File: src/rtl/cla_sum_collector.sv
// Collects 4-bit sum nibbles from the registered CLA stage and packs
// NIBBLES of them, least significant nibble first, into one wide word.
// The carry flag of a word is the cout of its most significant nibble.
// An assembly slot plus an output register give two words of storage,
// so the sink may stall for a full word without stopping the adder stream.
module cla_sum_collector #(
  parameter int NIBBLES = 4
) (
  input  logic                   clk_i,
  input  logic                   rst_i,
  input  logic                   in_valid_i,
  input  logic [3:0]             in_s_i,
  input  logic                   in_cout_i,
  output logic                   in_ready_o,
  output logic                   out_valid_o,
  input  logic                   out_ready_i,
  output logic [4*NIBBLES-1:0]   out_word_o,
  output logic                   out_carry_o
);

  localparam int W     = 4 * NIBBLES;
  localparam int IDX_W = (NIBBLES > 1) ? $clog2(NIBBLES) : 1;

  localparam logic [IDX_W-1:0] IDX_LAST = IDX_W'(NIBBLES - 1);
  localparam logic [IDX_W-1:0] IDX_ONE  = IDX_W'(1);

  // Assembly slot: partial word while filling, complete word while asm_full_q.
  logic [W-1:0]     asm_word_q, asm_word_d;
  logic [IDX_W-1:0] asm_idx_q,  asm_idx_d;
  logic             asm_full_q, asm_full_d;
  logic             asm_carry_q, asm_carry_d;

  // Output register presented to the sink.
  logic [W-1:0]     out_word_q, out_word_d;
  logic             out_carry_q, out_carry_d;
  logic             out_valid_q, out_valid_d;

  logic             accept;
  logic             out_free;
  logic             final_beat;
  logic [W-1:0]     final_word;

  // Ready depends only on registered state and reset, never on in_valid_i.
  assign in_ready_o  = ~asm_full_q & ~rst_i;
  assign accept      = in_valid_i & in_ready_o;
  assign out_free    = ~out_valid_q | out_ready_i;
  assign final_beat  = (asm_idx_q == IDX_LAST);
  assign final_word  = {in_s_i, asm_word_q[W-5:0]};

  assign out_valid_o = out_valid_q;
  assign out_word_o  = out_word_q;
  assign out_carry_o = out_carry_q;

  // Next-state for assembly slot and output register.
  always_comb begin
    asm_word_d  = asm_word_q;
    asm_idx_d   = asm_idx_q;
    asm_full_d  = asm_full_q;
    asm_carry_d = asm_carry_q;
    out_word_d  = out_word_q;
    out_carry_d = out_carry_q;
    // A drain with nothing to replace it empties the output; data holds.
    out_valid_d = out_valid_q & ~out_ready_i;

    if (asm_full_q) begin
      // Held word moves up as soon as the output slot frees; no accept can
      // happen this cycle because in_ready_o is low.
      if (out_free) begin
        out_word_d  = asm_word_q;
        out_carry_d = asm_carry_q;
        out_valid_d = 1'b1;
        asm_full_d  = 1'b0;
      end
    end else if (accept) begin
      if (final_beat) begin
        asm_idx_d = '0;
        if (out_free) begin
          // Covers the simultaneous drain case: new word replaces old, no bubble.
          out_word_d  = final_word;
          out_carry_d = in_cout_i;
          out_valid_d = 1'b1;
        end else begin
          asm_word_d  = final_word;
          asm_carry_d = in_cout_i;
          asm_full_d  = 1'b1;
        end
      end else begin
        // Intermediate couts are already folded in upstream via cin.
        asm_word_d[{asm_idx_q, 2'b00} +: 4] = in_s_i;
        asm_idx_d = asm_idx_q + IDX_ONE;
      end
    end
  end

  // State registers with synchronous reset; reset drops any partial word.
  always_ff @(posedge clk_i) begin
    if (rst_i) begin
      asm_word_q  <= '0;
      asm_idx_q   <= '0;
      asm_full_q  <= 1'b0;
      asm_carry_q <= 1'b0;
      out_word_q  <= '0;
      out_carry_q <= 1'b0;
      out_valid_q <= 1'b0;
    end else begin
      asm_word_q  <= asm_word_d;
      asm_idx_q   <= asm_idx_d;
      asm_full_q  <= asm_full_d;
      asm_carry_q <= asm_carry_d;
      out_word_q  <= out_word_d;
      out_carry_q <= out_carry_d;
      out_valid_q <= out_valid_d;
    end
  end

endmodule

File: config.mk
export PLATFORM = sky130hd
export DESIGN_NAME = cla_sum_collector
export DESIGN_NICKNAME = d
export VERILOG_FILES = /design/src/rtl/cla_sum_collector.sv
export SDC_FILE = /design/constraint.sdc
export NUM_CORES = 1
export LEC_CHECK = 0
export ABC_AREA = 1
export BUFFER_PORTS_ARGS = -buffer_cell sky130_fd_sc_hd__buf_4
export CAP_MARGIN = 30
export CORE_ASPECT_RATIO = 1.5
export CORE_MARGIN = 2
export CORE_UTILIZATION = 40
export CTS_CLUSTER_SIZE = 30
export DETAILED_ROUTE_END_ITERATION = 10
export HOLD_SLACK_MARGIN = 0.1
export REMOVE_ABC_BUFFERS = 1
export SLEW_MARGIN = 20
export SYNTH_ARGS = -nofsm -noshare
export SYNTH_HDL_FRONTEND = slang
export SYNTH_SLANG_ARGS = --single-unit
File: constraint.sdc
create_clock -name clk_i -period 1.5 [get_ports clk_i]
set_clock_uncertainty 0.05 [all_clocks]
set_input_delay 0.225 -clock clk_i [delete_from_list [all_inputs] [get_ports clk_i]]
set_output_delay 0.225 -clock clk_i [all_outputs]
set_load 0.01 [all_outputs]
==> parameters.txt <==
Parameter                              Value

STA
  Endpoints failing hold ... 0
  Setup Viol. Count Final ... 0
  Maximum clock frequency ... 713 MHz
  Actual transition at the worst max-transition pin ... 0.261 ns
  Worst rel slew slack ... 82.6%
  Least setup slack across all paths after layout ... roughly 0.098 ns
  Final cycle utilization of the critical path ... between 90% and 100%
  Slew Viols, Final ... 0
  Minimum clock period ... 1.40 ns

Global route
  Vias in the first global route ... 1380
  Pin count of the biggest net entering global routing ... 19
  GRT Overall Usage ... approximately 15%
  Wire length of the first global-routing pass ... around 5.9 mm
  Total grt overflow ... 0
  Antenna violations before repair ... 0

Detailed routing
  Initial DRT Pass Iterations ... 4
  Post-DRT Antenna Nets ... 0
  Iteration-0 DRC Markers ... 28
  Total detailed-routing wirelength ... 3.44 mm
  Number of design rule violations left after detail routing ... 0
  Vias post-DR ... 1534
  Detailed-route vias per instance ... 4.37
  WL per Instance ... 9.81 um

Power and ir drop
  Switching power total ... 493 uW
  Net switching share of the total power ... around 25%
  Clock group share of total power ... roughly 33%
  Internal power of the cells ... 1470 uW
  Largest voltage drop on the vdd net ... between 0.5 and 0.6 mV
  Static leakage ... 0.00117 uW
  Sequential Power Share ... 53.8%
  Combinational group share of total power ... roughly an eighth
  Tot Pwr ... roughly 2000 uW
  Ratio of total power to cell area ... 890 nW/um2

Logic synthesis
  #FFs+latches synth ... 38
  Post-synthesis average cell area ... approximately 6.7 um2
  Number of synthesis warnings ... 0
  Count of cell types in the netlist ... 19
  Netlist area before placement ... 1780 um2
  Synthesized netlist cell count ... ~270
  Share of the yosys chip area belonging to registers ... 42.8%

Cells and area
  Antenna fix cells ... 0
  Number of nets in the layout ... around 320
  Most used cells in the layout excluding fill and tap cells ... 64 x sky130_fd_sc_hd__nor2_1, 62 x sky130_fd_sc_hd__nand2_1, 46 x sky130_fd_sc_hd__inv_1, 36 x sky130_fd_sc_hd__dfxtp_1, 35 x sky130_fd_sc_hd__buf_4
  Commonest non-fill, non-tap cell in the layout ... sky130_fd_sc_hd__nor2_1
  Proportion of layout cells with a drive suffix above 1 ... 18.0%
  Syn-to-layout area delta ... 24.3%

Die
  Starting density of the core ... between 40% and 50%
  Height of the die ... 85.6 um
  Ports placed on the boundary ... 28
  Std-Cell Rows ... 29
  Die outline area ... 5000 um2
  Die width ... slightly below 60 um
  Area of the core ... around 4200 um2

Setup path
  Critical path class ... reg2reg
  Critical Path Start Type ... flip-flop
  Launch point of the worst reg-to-reg path ... asm_idx_q[0]$_SDFFE_PP0P_
  Worst EP arrival ... 1.53 ns
  Critical path launch point ... asm_idx_q[0]$_SDFFE_PP0P_
  Critical path required time ... around 1.6 ns
  Critical path fanouts, max ... 8
  Endpoint kind of the worst setup timing path ... flip-flop

Min path
  Startpoint of the lowest-slack hold path ... in_cout_i
  Path category of the worst min-delay check ... in2reg

Clock network
  Clk Tree Root Cell ... sky130_fd_sc_hd__clkbuf_8
  Number of clock sinks ... 38
  CTS H-Tree Depth ... 2
  TritonCTS clock tree ... done
  Maximum clock insertion buffer count ... 2
  Clock slew at reported path FFs ... 0.07 ns
  Number of clock buffers inserted by TritonCTS ... 5
  Clock insertion delay at the later pin of the skew report ... 0.28 ns

Place
  RD Place Congestion ... 0.797
  Final HPWL DP ... 2.45 mm
  Port Buf Inserts ... 27
  Setup Slack @ Placement ... -0.0699 ns

Status
  Outcome ... complete, no violations

Job
  # Max-Cap Violations ... 0
-- stage by stage --
stage	area (um2)	setup TNS (ns)	cells	utilization (%)	hold slack, ns
after global placement	2100	0	341	49.5	0.414
after floorplan	1720	0	259	-	0.244
after detailed placement	2100	-0.209	341	49.5	0.419
after CTS	2190	0	350	51.7	0.152
after global routing	2210	-0.00856	351	52.0	0.177
final	2210	0	351	52.0	0.161
-- metal layers --
metal	GRT usage, %	vias up	wire [um]
met4	7.61	0	88
met1	18.4	635	1620
met2	24.6	24	1620
li1	-	868	-
met5	0	-	0
met3	3.32	7	122
-- worst max-delay path, stage by stage (launching register included) --
cell and delay [ns]:
sky130_fd_sc_hd__dfxtp_4 0.37, sky130_fd_sc_hd__inv_1 0.05, sky130_fd_sc_hd__ha_1 0.30, sky130_fd_sc_hd__inv_1 0.06, sky130_fd_sc_hd__nand4_1 0.09, sky130_fd_sc_hd__buf_4 0.18, sky130_fd_sc_hd__o21ai_0 0.15, sky130_fd_sc_hd__nor2_1 0.05
-- logic make-up (layout without fill, tap and decap cells) --
group,Yosys count,in the layout,share of synthesized area (%)
adder cells (fa/ha/maj),5,5,3.52
flip-flops,38,38,42.8
AND/OR/NAND/NOR,140,140,32.3
AO/OA/AOI/OAI,28,28,8.25
buffers and inverters,55,94,13.1
-- synth_stat cells --
master	n	area share (%)
sky130_fd_sc_hd__nor3_1	5	1.4
sky130_fd_sc_hd__nand3_4	1	0.99
sky130_fd_sc_hd__buf_6	3	1.9
sky130_fd_sc_hd__clkbuf_1	1	0.21
sky130_fd_sc_hd__dfxtp_1	38	43
sky130_fd_sc_hd__ha_1	5	3.5
sky130_fd_sc_hd__inv_2	2	0.42
sky130_fd_sc_hd__o21ai_0	24	6.8
sky130_fd_sc_hd__nand2_2	1	0.35
sky130_fd_sc_hd__nor2_2	1	0.35
sky130_fd_sc_hd__nand4_1	3	1.1
sky130_fd_sc_hd__a21oi_1	3	0.85
sky130_fd_sc_hd__inv_1	46	9.7
sky130_fd_sc_hd__buf_2	3	0.85
sky130_fd_sc_hd__nor2_4	1	0.63
sky130_fd_sc_hd__nand2_4	1	0.63
sky130_fd_sc_hd__nand2_1	63	13
sky130_fd_sc_hd__nor2_1	64	14
sky130_fd_sc_hd__o21bai_2	1	0.63
-- power groups by stage --
stage	sequential [uW]	clock (uW)	combinational [uW]
after detailed placement	1080	0	248
final	1060	648	259
after global routing	1060	707	296
after CTS	1060	678	255
after floorplan	1080	0	139
after global placement	1080	0	248
-- path summary, 6_finish.rpt --
check                               end  slack, ns  depth (start not counted)
min            asm_carry_q$_SDFFE_PP0P_       0.16                          3
min reg2reg  out_word_o[4]$_SDFFE_PP0P_       0.43                          2
max          asm_word_q[0]$_SDFFE_PP0P_        0.1                          7
max reg2reg  asm_word_q[0]$_SDFFE_PP0P_        0.1                          7
-- area by class of cell --
| cell class | count | area [um2] |
|---|---|---|
| fill | 436 | 2040 |
| multi-input combinational | 173 | 785 |
| sequential | 38 | 766 |
| timing repair buffer | 39 | 343 |
| inverter | 48 | 180 |
| clock buffer | 7 | 76.3 |
| tap | 46 | 57.6 |
-- registers in the layout (all words and copies together), names as in the netlist --
| register | flops |
|---|---|
| asm_full_q | 1 |
| out_word_o | 16 |
| out_valid_o | 1 |
| asm_idx_q | 2 |
| asm_carry_q | 1 |
| out_carry_o | 1 |
| asm_word_q | 16 |
-- what timing repair did --
action / 4_1_cts / 5_1_grt
buffers inserted: 2 / 1
hold buffers: 0 / 0
pin swaps: 1 / 2
resized for setup: 1 / 10
endpoints found under the setup margin: 6 / 11
Power figures use the tool's default switching activity.
